[src/rtl/ltc_align_ctrl.sv]
// LTC217x link-training controller: bitslip frame alignment, IDELAY eye sweep,
// eye centring and frame loss-of-lock monitoring, all in the CLKDIV domain.
module ltc_align_ctrl #(
  parameter logic [7:0]  FRAME_PAT = 8'hF0,
  parameter logic [13:0] TEST_PAT  = 14'h2AAA,
  parameter logic [4:0]  DEF_TAP   = 5'd12,
  parameter int          SETTLE    = 16,
  parameter int          CHECK     = 64,
  parameter int          MIN_EYE   = 4,
  parameter int          MAX_SLIP  = 16,
  parameter int          LOSS_CNT  = 4
) (
  input  logic        iClk,
  input  logic        iRst,
  input  logic        iStart,
  input  logic [7:0]  iFrame,
  input  logic [13:0] iData,
  output logic        oBitSlip,
  output logic [4:0]  oIdlyCnt,
  output logic        oIdlyLd,
  output logic        oBusy,
  output logic        oLocked,
  output logic        oErr,
  output logic [4:0]  oEyeLo,
  output logic [4:0]  oEyeHi
);

  // state     | meaning
  // IDLE      | waiting for iStart
  // SLIP      | test frame word, pulse BITSLIP or begin the sweep
  // SLIP_WAIT | let the ISERDES settle after a bitslip
  // TAP_LOAD  | IDELAY load of the current sweep tap in flight
  // SETTLE    | let the IDELAY settle before comparing
  // CHECK     | compare data/frame against the expected patterns
  // NEXT_TAP  | fold the tap result into run/best-eye tracking
  // CENTER    | pick the centre of the widest eye, or give up
  // DONE      | locked, watching the frame lane for loss of lock
  // FAIL      | training failed, default tap reloaded
  typedef enum logic [3:0] {
    ST_IDLE, ST_SLIP, ST_SLIP_WAIT, ST_TAP_LOAD, ST_SETTLE,
    ST_CHECK, ST_NEXT_TAP, ST_CENTER, ST_DONE, ST_FAIL
  } state_t;

  localparam logic [6:0] SETTLE_LD  = 7'(SETTLE - 1);
  localparam logic [6:0] CHECK_LD   = 7'(CHECK - 1);
  localparam logic [5:0] MAX_SLIP_V = 6'(MAX_SLIP);
  localparam logic [5:0] MIN_EYE_V  = 6'(MIN_EYE);
  localparam logic [3:0] LOSS_LD    = 4'(LOSS_CNT - 1);

  state_t      state_q, state_d;
  logic [6:0]  cnt_q, cnt_d;
  logic [5:0]  slips_q, slips_d;
  logic [4:0]  tap_q, tap_d;
  logic        pass_q, pass_d;
  logic        run_vld_q, run_vld_d;
  logic [4:0]  run_lo_q, run_lo_d;
  logic [4:0]  run_hi_q, run_hi_d;
  logic [4:0]  best_lo_q, best_lo_d;
  logic [4:0]  best_hi_q, best_hi_d;
  logic [5:0]  best_len_q, best_len_d;
  logic [3:0]  loss_q, loss_d;
  logic        bitslip_q, bitslip_d;
  logic [4:0]  idly_cnt_q, idly_cnt_d;
  logic        idly_ld_q, idly_ld_d;
  logic        busy_q, busy_d;
  logic        locked_q, locked_d;
  logic        err_q, err_d;
  logic [4:0]  eye_lo_q, eye_lo_d;
  logic [4:0]  eye_hi_q, eye_hi_d;

  logic        frame_ok;
  logic        data_ok;
  logic [4:0]  center;
  logic [5:0]  run_len;
  logic        start_train;
  logic        enter_fail;

  assign frame_ok = (iFrame == FRAME_PAT);
  assign data_ok  = (iData == TEST_PAT);
  // 6-bit sum so lo+hi cannot wrap before halving
  assign center   = 5'(({1'b0, best_lo_q} + {1'b0, best_hi_q}) >> 1);

  always_comb begin
    state_d     = state_q;
    cnt_d       = cnt_q;
    slips_d     = slips_q;
    tap_d       = tap_q;
    pass_d      = pass_q;
    run_vld_d   = run_vld_q;
    run_lo_d    = run_lo_q;
    run_hi_d    = run_hi_q;
    best_lo_d   = best_lo_q;
    best_hi_d   = best_hi_q;
    best_len_d  = best_len_q;
    loss_d      = loss_q;
    bitslip_d   = 1'b0;
    idly_cnt_d  = idly_cnt_q;
    idly_ld_d   = 1'b0;
    locked_d    = locked_q;
    err_d       = err_q;
    eye_lo_d    = eye_lo_q;
    eye_hi_d    = eye_hi_q;
    run_len     = '0;
    start_train = 1'b0;
    enter_fail  = 1'b0;

    unique case (state_q)
      ST_IDLE: begin
        if (iStart) start_train = 1'b1;
      end
      ST_SLIP: begin
        if (frame_ok) begin
          tap_d      = '0;
          idly_cnt_d = '0;
          idly_ld_d  = 1'b1;
          state_d    = ST_TAP_LOAD;
        end else if (slips_q == MAX_SLIP_V) begin
          enter_fail = 1'b1;
        end else begin
          bitslip_d = 1'b1;
          slips_d   = slips_q + 6'd1;
          cnt_d     = SETTLE_LD;
          state_d   = ST_SLIP_WAIT;
        end
      end
      ST_SLIP_WAIT: begin
        if (cnt_q == '0) state_d = ST_SLIP;
        else             cnt_d   = cnt_q - 7'd1;
      end
      ST_TAP_LOAD: begin
        cnt_d   = SETTLE_LD;
        state_d = ST_SETTLE;
      end
      ST_SETTLE: begin
        if (cnt_q == '0) begin
          cnt_d   = CHECK_LD;
          state_d = ST_CHECK;
        end else begin
          cnt_d = cnt_q - 7'd1;
        end
      end
      ST_CHECK: begin
        if (!data_ok || !frame_ok) begin
          pass_d  = 1'b0;
          state_d = ST_NEXT_TAP;
        end else if (cnt_q == '0) begin
          pass_d  = 1'b1;
          state_d = ST_NEXT_TAP;
        end else begin
          cnt_d = cnt_q - 7'd1;
        end
      end
      ST_NEXT_TAP: begin
        if (pass_q) begin
          run_vld_d = 1'b1;
          run_hi_d  = tap_q;
          if (!run_vld_q) run_lo_d = tap_q;
          run_len = 6'({1'b0, run_hi_d} - {1'b0, run_lo_d} + 6'd1);
          // strict compare keeps the earliest eye on a tie
          if (run_len > best_len_q) begin
            best_lo_d  = run_lo_d;
            best_hi_d  = run_hi_d;
            best_len_d = run_len;
          end
        end else begin
          run_vld_d = 1'b0;
        end
        if (tap_q == 5'd31) begin
          state_d = ST_CENTER;
        end else begin
          tap_d      = tap_q + 5'd1;
          idly_cnt_d = tap_q + 5'd1;
          idly_ld_d  = 1'b1;
          state_d    = ST_TAP_LOAD;
        end
      end
      ST_CENTER: begin
        if (best_len_q >= MIN_EYE_V) begin
          eye_lo_d   = best_lo_q;
          eye_hi_d   = best_hi_q;
          idly_cnt_d = center;
          idly_ld_d  = 1'b1;
          locked_d   = 1'b1;
          loss_d     = LOSS_LD;
          state_d    = ST_DONE;
        end else begin
          enter_fail = 1'b1;
        end
      end
      ST_DONE: begin
        if (iStart) begin
          start_train = 1'b1;
        end else if (frame_ok) begin
          loss_d = LOSS_LD;
        end else if (loss_q == '0) begin
          start_train = 1'b1;
        end else begin
          loss_d = loss_q - 4'd1;
        end
      end
      ST_FAIL: begin
        if (iStart) start_train = 1'b1;
      end
      default: state_d = ST_IDLE;
    endcase

    if (start_train) begin
      state_d    = ST_SLIP;
      locked_d   = 1'b0;
      err_d      = 1'b0;
      slips_d    = '0;
      run_vld_d  = 1'b0;
      best_lo_d  = '0;
      best_hi_d  = '0;
      best_len_d = '0;
      eye_lo_d   = '0;
      eye_hi_d   = '0;
    end
    if (enter_fail) begin
      state_d    = ST_FAIL;
      err_d      = 1'b1;
      locked_d   = 1'b0;
      idly_cnt_d = DEF_TAP;
      idly_ld_d  = 1'b1;
    end
  end

  assign busy_d = (state_d != ST_IDLE) && (state_d != ST_DONE) && (state_d != ST_FAIL);

  always_ff @(posedge iClk or posedge iRst) begin
    if (iRst) begin
      state_q    <= ST_IDLE;
      cnt_q      <= '0;
      slips_q    <= '0;
      tap_q      <= '0;
      pass_q     <= 1'b0;
      run_vld_q  <= 1'b0;
      run_lo_q   <= '0;
      run_hi_q   <= '0;
      best_lo_q  <= '0;
      best_hi_q  <= '0;
      best_len_q <= '0;
      loss_q     <= '0;
      bitslip_q  <= 1'b0;
      idly_cnt_q <= DEF_TAP;
      idly_ld_q  <= 1'b0;
      busy_q     <= 1'b0;
      locked_q   <= 1'b0;
      err_q      <= 1'b0;
      eye_lo_q   <= '0;
      eye_hi_q   <= '0;
    end else begin
      state_q    <= state_d;
      cnt_q      <= cnt_d;
      slips_q    <= slips_d;
      tap_q      <= tap_d;
      pass_q     <= pass_d;
      run_vld_q  <= run_vld_d;
      run_lo_q   <= run_lo_d;
      run_hi_q   <= run_hi_d;
      best_lo_q  <= best_lo_d;
      best_hi_q  <= best_hi_d;
      best_len_q <= best_len_d;
      loss_q     <= loss_d;
      bitslip_q  <= bitslip_d;
      idly_cnt_q <= idly_cnt_d;
      idly_ld_q  <= idly_ld_d;
      busy_q     <= busy_d;
      locked_q   <= locked_d;
      err_q      <= err_d;
      eye_lo_q   <= eye_lo_d;
      eye_hi_q   <= eye_hi_d;
    end
  end

  assign oBitSlip = bitslip_q;
  assign oIdlyCnt = idly_cnt_q;
  assign oIdlyLd  = idly_ld_q;
  assign oBusy    = busy_q;
  assign oLocked  = locked_q;
  assign oErr     = err_q;
  assign oEyeLo   = eye_lo_q;
  assign oEyeHi   = eye_hi_q;

endmodule

[config.mk]
export PLATFORM = sky130hd
export DESIGN_NAME = ltc_align_ctrl
export DESIGN_NICKNAME = d
export VERILOG_FILES = /design/src/rtl/ltc_align_ctrl.sv
export SDC_FILE = /design/constraint.sdc
export NUM_CORES = 1
export LEC_CHECK = 0
export BUFFER_PORTS_ARGS = -buffer_cell sky130_fd_sc_hd__buf_2
export CORE_MARGIN = 4
export CORE_UTILIZATION = 53
export DETAILED_ROUTE_END_ITERATION = 12
export MAX_ROUTING_LAYER = met4
export PLACE_DENSITY = 0.86
export SETUP_SLACK_MARGIN = 0.5
export SYNTH_ARGS = -nofsm -noshare
export SYNTH_HDL_FRONTEND = slang
export SYNTH_SLANG_ARGS = --single-unit
[constraint.sdc]
create_clock -name iClk -period 3.9 [get_ports iClk]
set_clock_uncertainty 0.1 [all_clocks]
set_input_delay 0.39 -clock iClk [delete_from_list [all_inputs] [get_ports iClk]]
set_output_delay 0.39 -clock iClk [all_outputs]
set_load 0.02 [all_outputs]
; Yosys cells after proc, flatten, opt, wreduce, memory -nomap -nowiden
; Cells that the tools add are included.
[word_totals]
mem_count = 0
inputBits = 25
ramBits = 0
register_bits = 69
latch_bits = 0
wordCells = 172
rom_bits = 0
[op_classes]
magnitude_cmp = 2
bitwise_logic = 0
eq_ne = 28
mul = 0
mux = 81
n_div = 0
reduce_logical = 35
n_addsub = 7
shifts = 0
[ops]
columns = cell, count
row1 = $mux 5, 21
row2 = $mux 4, 13
row3 = $mux 6, 8
row4 = $mux 7, 5
row5 = $pmux 7 s5, 1
row6 = $pmux 4 s8, 1
row7 = $mux 1, 25
row8 = $reduce_bool 2->1, 10
row9 = $eq 4x3->1 const B, 4
row10 = $ne 2x2->1 const B, 8
row11 = $pmux 5 s3, 1
row12 = $eq 14x14->1 const B, 1
row13 = $add 6x1->6 const B, 2
row14 = $ne 3x3->1 const B, 4
row15 = $reduce_and 4->1, 3
row16 = $pmux 5 s2, 1
row17 = $reduce_and 3->1, 3
row18 = $eq 4x2->1 const B, 2
row19 = $eq 4x4->1 const B, 2
row20 = $eq 8x8->1 const B, 1
row21 = $logic_not 4->1, 2
row22 = $ne 4x4->1 const B, 2
row23 = $pmux 4 s2, 1
row24 = $reduce_and 2->1, 4
row25 = 23 further kinds, 28

; Longest topological paths before layout
; Gate-level depths: netlist (run 1).
[depth]
depth_word = 10
depth_mapped = 18
mapped_depth_nobuf = 16

; Least setup slack after synthesis (run 1)
; No wires, ideal clock.
[synth_timing]
path_kind = register to register
startpoint = reg run_vld_q
endpoint = reg best_hi_q[0]
setup_ns = 0.079
slack_ns = 0.296
required_ns = 3.721
path_stages_with_launch = 19
period_less_slack_ns = 3.604
path_buffers = 2
arrival_ns = 3.425
cell_sequence = dfrtp_1 > clkbuf_1 > mux2i_1 > inv_1 > ha_1 > inv_1 > ha_1 > inv_1 > fa_1 > nor2b_1 > o21ai_0 > nand2b_1 > xnor2_1 > ha_1 > nand2_1 > o211ai_1 > a21oi_2 > buf_2 > mux2i_1
[synth_via]
elab_chain_len = 8
[synth_lines]
columns = item, line_no
row1 = from (decl), 55  ; logic run_vld_q, run_vld_d;
row2 = from (signal assigned), 258  ; run_vld_q <= run_vld_d;
row3 = $mux 5, 157  ; if (!run_vld_q) run_lo_d = tap_q;
row4 = $mux 5, 154  ; if (pass_q) begin
row5 = $mux 5, 107  ; unique case (state_q)
row6 = $sub 5x5->6, 158  ; run_len = 6'({1'b0, run_hi_d} - {1'b0, run_lo_d} + 6'd1);
row7 = $add 6x1->6, 158
row8 = $gt 6x6->1, 160  ; if (run_len > best_len_q) begin
row9 = $reduce_bool 2->1 (no source line), --
row10 = $reduce_and 3->1 (no source line), --
row11 = to (signal assigned), 262  ; best_hi_q <= best_hi_d;
row12 = to (decl), 59  ; logic [4:0] best_hi_q, best_hi_d;
; Every way passes these cells. The select of a mux whose other input is x is not followed.
; A chain may end at the register's enable or synchronous reset.

; Final worst setup path (run 1)
[layout_timing]
startpoint = reg run_vld_q
endpoint = reg best_hi_q[4]
; Same word-level chain as after synthesis.

==> qor.txt, run 1 <==
metal1 wirelength - 4.27 mm
Fin Hold WS - 44.5 ps
drt pass-1 iters - 5
total power - 3.38 mW
initial antenna violation count - 0
Avg Cell Area, Syn - 9.50 sq um
Pwr Density - 696 nW/um^2
EDFF count, synth - 0
worst IR drop on VDD - 327 uV
root buf cell - clkbuf_8
CP Max Fanout - 7
Net Count, Synth - 492
critical path capture point type - flop
CP Launch Type - flop
main flop type after synthesis - dfrtp_1
global-route wire length before repair - 16.6 mm
top cell type's share of synthesized area - 0.402
Max transition margin - 0.525
Routed wire per std cell - 16.8 microns
Pleak - 2.22 nW
I/O Buffers - 44
Setup TNS - 0 ps
Via Count - 3,511
Mapped Cells - 439
Max-Cap Viols - 0
Routed Antenna Nets - 0
DR top layer - met4
vias in the first global route - 3,471
# rows - 32
antenna cells - 0
met2 routed WL - 4.77 mm
gpl congestion - 0.978
Max stage delay cell, worst path - dfrtp_2
drt initial violations - 314
final setup violation count - 0
Worst-Margin Slew - 712 ps
Critical Path RT - 4060 ps
drt drc - 0
reg2reg path depth - 14
detailed placer's ending HPWL - 6.87 mm
largest cells by area after synthesis - dfrtp_1, ha_1, nand2_1
largest family of logic cells by synthesized area - simple AND/OR/NAND/NOR gates
post-synthesis adder-cell area fraction - 0.0876
die area - 9350 sq um
Fin. Hold Viols - 0
CTS Buf Count - 9
clk_lat worst skew - 350 ps
Synth Area in Compound Gates - 0.139
H-tree levels - 3
die height - 96.7 microns
IO Count - 45
post-cts hold buffer count - 0
WL final - 10.1 mm
CTS tree - built
initial core utilization - 0.543
Simple-Gate Fraction of Synth Area - 0.208
DR WL met3 - 723 microns
Worst path max stage delay - 450 ps
CP Cell Sequence - buf_4 > mux2i_4 > ha_4 > inv_1 > fa_2 > buf_4 > xnor2_1 > ha_1 > nand4_1 > o211ai_1 > a21oi_2 > buf_6 > buf_8 > mux2i_1
area growth from synthesis to layout - 16.5%
largest net degree at the start of global routing - 36
most frequent CP cell - buf_4
Sequential Area - 1730 sq um
Netlist cell types - 73
hold crit path type - input pin to asynchronous set/reset pin
Fillers - 586
Layout Utilization - 0.632
Yosys reg bits - 69
Slew Viols, Final - 0
clk sinks - 69
Netlist Area Pre-Place - 4170 sq um
cell accounting for the most synthesized area - dfrtp_1
mux contribution to synthesized area - 0.0720
multi-input logic area - 2380 sq um
clk buf depth - 2
die width - 96.7 microns
Final min period - 3530 ps
Yosys Warn Count - 0
Core ar. - 7690 sq um
Post-synth ARST share - 1.00
critical path type - flop to flop
Seq/Total Area, Yosys - 0.415
Post-Synth XOR/XNOR Area - 0.0294
status - completed
clk slew on worst S/H paths - 70 ps
Tcrit/Tclk final - 0.905
RSZ-0062 raised after global routing - true
gr ovfl total - 0
most common cell in the netlist - nand2_1
Peak Freq - 0.283 GHz
all-layer global routing usage - 0.222
layout cell share with drive strength beyond 1 - 0.236
Nets - 545
Worst EP arrival - 3690 ps
Via density - 5.87
Synth top cells by count - nand2_1, dfrtp_1, inv_1, a21oi_1
## cell usage in the layout, fill, tap and decap left out, types with 3 or more instances in the layout
master and count:
a211oi_1 3, a21oi_1 26, a21oi_2 4, and2_1 3, and3_1 4, and4_1 3, buf_2 44, buf_4 11
clkbuf_1 3, clkbuf_8 10, dfrtp_1 65, ha_1 21, ha_4 5, inv_1 26, inv_2 5, mux2_2 7
mux2i_1 15, mux2i_2 3, mux2i_4 3, nand2_1 68, nand2b_1 10, nand3_1 4, nor2_1 26, nor2b_1 10
nor3_1 7, nor3b_1 4, o211ai_1 4, o21a_1 3, o21ai_0 15, xnor2_1 7, xor2_1 5
## metrics by stage
stage	cell area, sq um	setup WS, ps	cells
global placement	4470	446	574
detailed placement	4470	258	574
global route	4860	313	598
finish	4860	371	598
floorplan	4180	515	439
CTS	4710	513	594
## routing by layer
layer / GRT usage / vias up
met1: 0.290 / 1680
met5: - / -
met4: 0.0853 / 0
met2: 0.346 / 165
met3: 0.0418 / 32
li1: - / 1634
## state kept, by name, summed over array words and instances (netlist names)
name and cells:
oBitSlip 1, best_len_q 6, oEyeHi 5, oErr 1, slips_q 6, cnt_q 7, loss_q 4, oIdlyCnt 5
state_q 4, oEyeLo 5, best_lo_q 5, tap_q 5, run_lo_q 5, oBusy 1, oLocked 1, run_vld_q 1
pass_q 1, best_hi_q 5, oIdlyLd 1
## report_power, final
group | switching [mW] | total (mW) | internal, mW
Sequential | 0.214 | 1.08 | 0.863
Combinational | 0.981 | 1.80 | 0.823
Clock | 0.258 | 0.502 | 0.243
Total | 1.45 | 3.38 | 1.93
## cell type report
type                    count  area share
inverters                  32      0.0252
clock buffers              13      0.0306
multi-input cells         322       0.490
well taps                 102      0.0263
clock inverters             2     0.00206
flip-flops and latches     69       0.356
repair buffers             58      0.0700
## critical path: cells and delay by family, from the launching register on
| kind | cells | cell delay, ps |
|---|---|---|
| adders and majority gates | 3 | 1010 |
| buffers and inverters | 5 | 660 |
| DFF | 1 | 450 |
| and+or+nand+nor | 1 | 120 |
| muxes | 2 | 440 |
| xor gates and xnor gates | 1 | 300 |
| AOI/OAI and AO/OA | 2 | 350 |
## worst paths after layout
kind | start | end | slack (ps)
min in group iClk | iData[2] | pass_q | 280
hold / removal | iRst | slips_q[5] | 40
max in group asynchronous | iRst | run_vld_q | 2710
setup reg to reg | run_vld_q | best_hi_q[4] | 370
hold reg to reg | oIdlyCnt[1] | oIdlyCnt[1] | 380
setup / recovery | run_vld_q | best_hi_q[4] | 370
## logic make-up after synthesis
group,count (synthesis)
buffers and inverters,48
XOR/XNOR,14
flip-flops,69
adder cells (fa/ha/maj),28
AND/OR/NAND/NOR,165
AO/OA/AOI/OAI,86
multiplexers,29
## timing repair
action,CTS,global route
gates cloned,0,0
gates resized for setup,12,21
buffers inserted,5,4
pin swaps,2,8
hold endpoints to repair,0,0
endpoints found under the setup margin,16,16
Note: power is estimated with default switching activity, not from simulation.
==> run 2: changes to the inputs <==
--- a/config.mk
+++ b/config.mk
@@ -6,12 +6,15 @@
 export NUM_CORES = 1
 export LEC_CHECK = 0
 export BUFFER_PORTS_ARGS = -buffer_cell sky130_fd_sc_hd__buf_2
+export CELL_PAD_IN_SITES_DETAIL_PLACEMENT = 0
+export CELL_PAD_IN_SITES_GLOBAL_PLACEMENT = 1
 export CORE_MARGIN = 4
-export CORE_UTILIZATION = 53
+export CORE_UTILIZATION = 41
 export DETAILED_ROUTE_END_ITERATION = 12
 export MAX_ROUTING_LAYER = met4
 export PLACE_DENSITY = 0.86
-export SETUP_SLACK_MARGIN = 0.5
+export SETUP_SLACK_MARGIN = 0.05
+export SLEW_MARGIN = 20
 export SYNTH_ARGS = -nofsm -noshare
 export SYNTH_HDL_FRONTEND = slang
 export SYNTH_SLANG_ARGS = --single-unit
==> run 2 against run 1 <==
  * Worst setup slack got worse by 36 ps
  * Flip-flop and latch count stayed put
  * Register-to-register slack lost 40 ps
  * Sequential share of layout area up 0.87 points
  * Core utilization down 15 points
  * Cell area is 2.5% lower
  * Hold slack hardly changed
  * Final cell count rose by 4.0%
  * Clock power grew 19%
  * Clock-buffer cell count shrank 2
  * Power is 7.3% lower
  * Critical path depth up 2
==> qor.txt, run 2 (synthesized netlist as in run 1, its figures left out) <==
hold crit path type - input pin to asynchronous set/reset pin
Top delay family on crit path - adder cells
clk slew on worst S/H paths - 80 ps (about the same)
most frequent CP cell - ha_1
Fin. Hold Viols - 0 (unchanged)
WL final - 9.23 mm (-8.2%)
detailed placer's ending HPWL - 7.04 mm (+2.5%)
global-route wire length before repair - 15.6 mm (-5.7%)
CTS Buf Count - 9 (unchanged)
layout cell share with drive strength beyond 1 - 0.188 (-0.0477)
Via Count - 3,303 (-5.9%)
Setup WS post-layout - 334 ps (-36.4 ps)
root buf cell - clkbuf_8
max FFs per register - 7 (unchanged)
Critical Path RT - 4060 ps (about the same)
Peak Freq - 0.280 GHz (-1.0%)
area growth from synthesis to layout - 13.6%
drt pass-1 iters - 4 (-1)
clock share of power - 0.190 (+0.042)
CP Max Fanout - 11 (+4)
total power - 3.14 mW (-7.3%)
initial core utilization - 0.425 (-0.118)
part of the power in registers - 0.332 (+0.014)
initial antenna violation count - 0 (unchanged)
Pwr Density - 662 nW/um^2 (-4.9%)
Largest Register - cnt_q
gr ovfl total - 0 (unchanged)
die width - 109 microns (+13%)
drt drc - 0 (unchanged)
Routed wire per std cell - 14.8 microns (-12%)
commonest non-fill, non-tap cell in the layout - nand2_1
Setup TNS - 0 ps (unchanged)
drt initial violations - 195 (-38%)
die height - 109 microns (+13%)
Routed Antenna Nets - 0 (unchanged)
Comb pwr share - 0.478 (-0.055)
Worst path max stage delay - 430 ps (-20 ps)
NetSw - 1.30 mW (-10%)
gpl congestion - 0.860 (-12%)
H-tree levels - 3 (unchanged)
Nets - 538 (-1.3%)
switching share of total power - 0.416 (-0.0141)
Pleak - 2.19 nW (-1.4%)
vias in the first global route - 3,262 (-6.0%)
pre-CTS setup slack - 281 ps (+22.4 ps)
critical path type - flop to flop
worst IR drop on VDD - 301 uV (-8.0%)
commonest non-fill, non-tap cells in the layout - nand2_1, dfrtp_1, buf_2, inv_1, a21oi_1
Final min period - 3570 ps (+36.4 ps)
antenna cells - 0 (unchanged)
final setup violation count - 0 (unchanged)
Worst-Margin Slew - 726 ps (+14.1 ps)
Max transition margin - 0.504 (-0.0212)
die area - 11,900 sq um (+27%)
I/O Buffers - 44 (unchanged)
Max stage delay cell, worst path - dfrtp_1
Slew Viols, Final - 0 (unchanged)
all-layer global routing usage - 0.172 (-0.0497)
CTS tree - built
Top Registers - cnt_q: 7 flops, best_len_q: 6 flops, slips_q: 6 flops
critical path capture point type - flop
Tcrit/Tclk final - 0.914 (+0.00934)
Worst EP arrival - 3730 ps (+40 ps)
CP Cell Sequence - buf_4 > mux2i_1 > ha_1 > ha_1 > inv_1 > fa_1 > nor2b_1 > o21ai_0 > nand2b_1 > xnor2_1 > ha_1 > nand2_1 > o211ai_1 > a21oi_4 > buf_6 > mux2i_1
RSZ-0062 raised after global routing - false
IO Count - 45 (unchanged)
CP Launch Type - flop
status - completed
buffer count from post-CTS setup fixing - 0 (-5)
# rows - 36 (+13%)
clk_lat worst skew - 340 ps (about the same)
Bufs and invs on worst path - 3 (-2)
Core ar. - 9820 sq um (+28%)
Internal Power - 1.83 mW (-5.0%)
largest net degree at the start of global routing - 39 (+8.3%)
placed instance area - 4530 sq um (+1.2%)
clk buf depth - 2 (unchanged)
Max-Cap Viols - 0 (unchanged)
final cell area excluding filler cells - 4740 sq um (-2.5%)
Via density - 5.31 (-9.6%)
clk sinks - 69 (unchanged)
## run 2: stage by stage
stage / utilization / std cells / hold WS [ps]
after floorplan: - / 439 / 350
after global placement: 0.461 / 607 / 374
after detailed placement: 0.461 / 607 / 382
after CTS: 0.481 / 622 / 66.1
after global routing: 0.483 / 622 / 94.5
final: 0.483 / 622 / 44.2
## run 2: worst reg2reg max path: stages (launching register included)
cell and delay, ps:
dfrtp_1 430, buf_4 160, mux2i_1 310, ha_1 230, ha_1 160, inv_1 50, fa_1 400, nor2b_1 120
o21ai_0 80, nand2b_1 90, xnor2_1 140, ha_1 300, nand2_1 70, o211ai_1 130, a21oi_4 260, buf_6 220
mux2i_1 220
## run 2: cell type report
cell class                 count  area (sq um)
clock buffer                  11           151
clock inverter                 4          47.5
fill                         977          5080
inverter                      32           120
multi-input combinational    322          2250
sequential                    69          1730
tap                          133           166
timing repair buffer          51           277
## run 2: path summary, 6_finish.rpt
check,start,end,slack [ps],depth (start not counted)
max reg2reg,run_vld_q,best_lo_q[2],330,16
min,iRst,best_lo_q[2],40,2
min in group iClk,iData[2],pass_q,260,4
min reg2reg,oIdlyCnt[3],oIdlyCnt[3],390,2
max in group asynchronous,iRst,oIdlyCnt[3],2690,3
max,run_vld_q,best_lo_q[2],330,16
## run 2: per-layer routing
metal,part of all wire,up-vias,global-route usage
met2,0.44,82,0.254
li1,-,1620,-
met4,0.011,0,0.0514
met3,0.044,8,0.0272
met1,0.50,1593,0.246
met5,0,-,-
## run 2: power by group through the flow
stage,Sequential (mW),Combinational (mW),Clock [mW]
2_1_floorplan,1.01,1.15,0
3_3_place_gp,1.04,1.41,0
5_1_grt,1.06,1.69,0.640
6_report,1.04,1.50,0.596
3_5_place_dp,1.05,1.47,0
4_1_cts,1.04,1.48,0.611
## run 2: what timing repair did
item,in CTS,in global routing
resized for setup,0,2
hold buffers,0,0
setup endpoints to repair,0,11
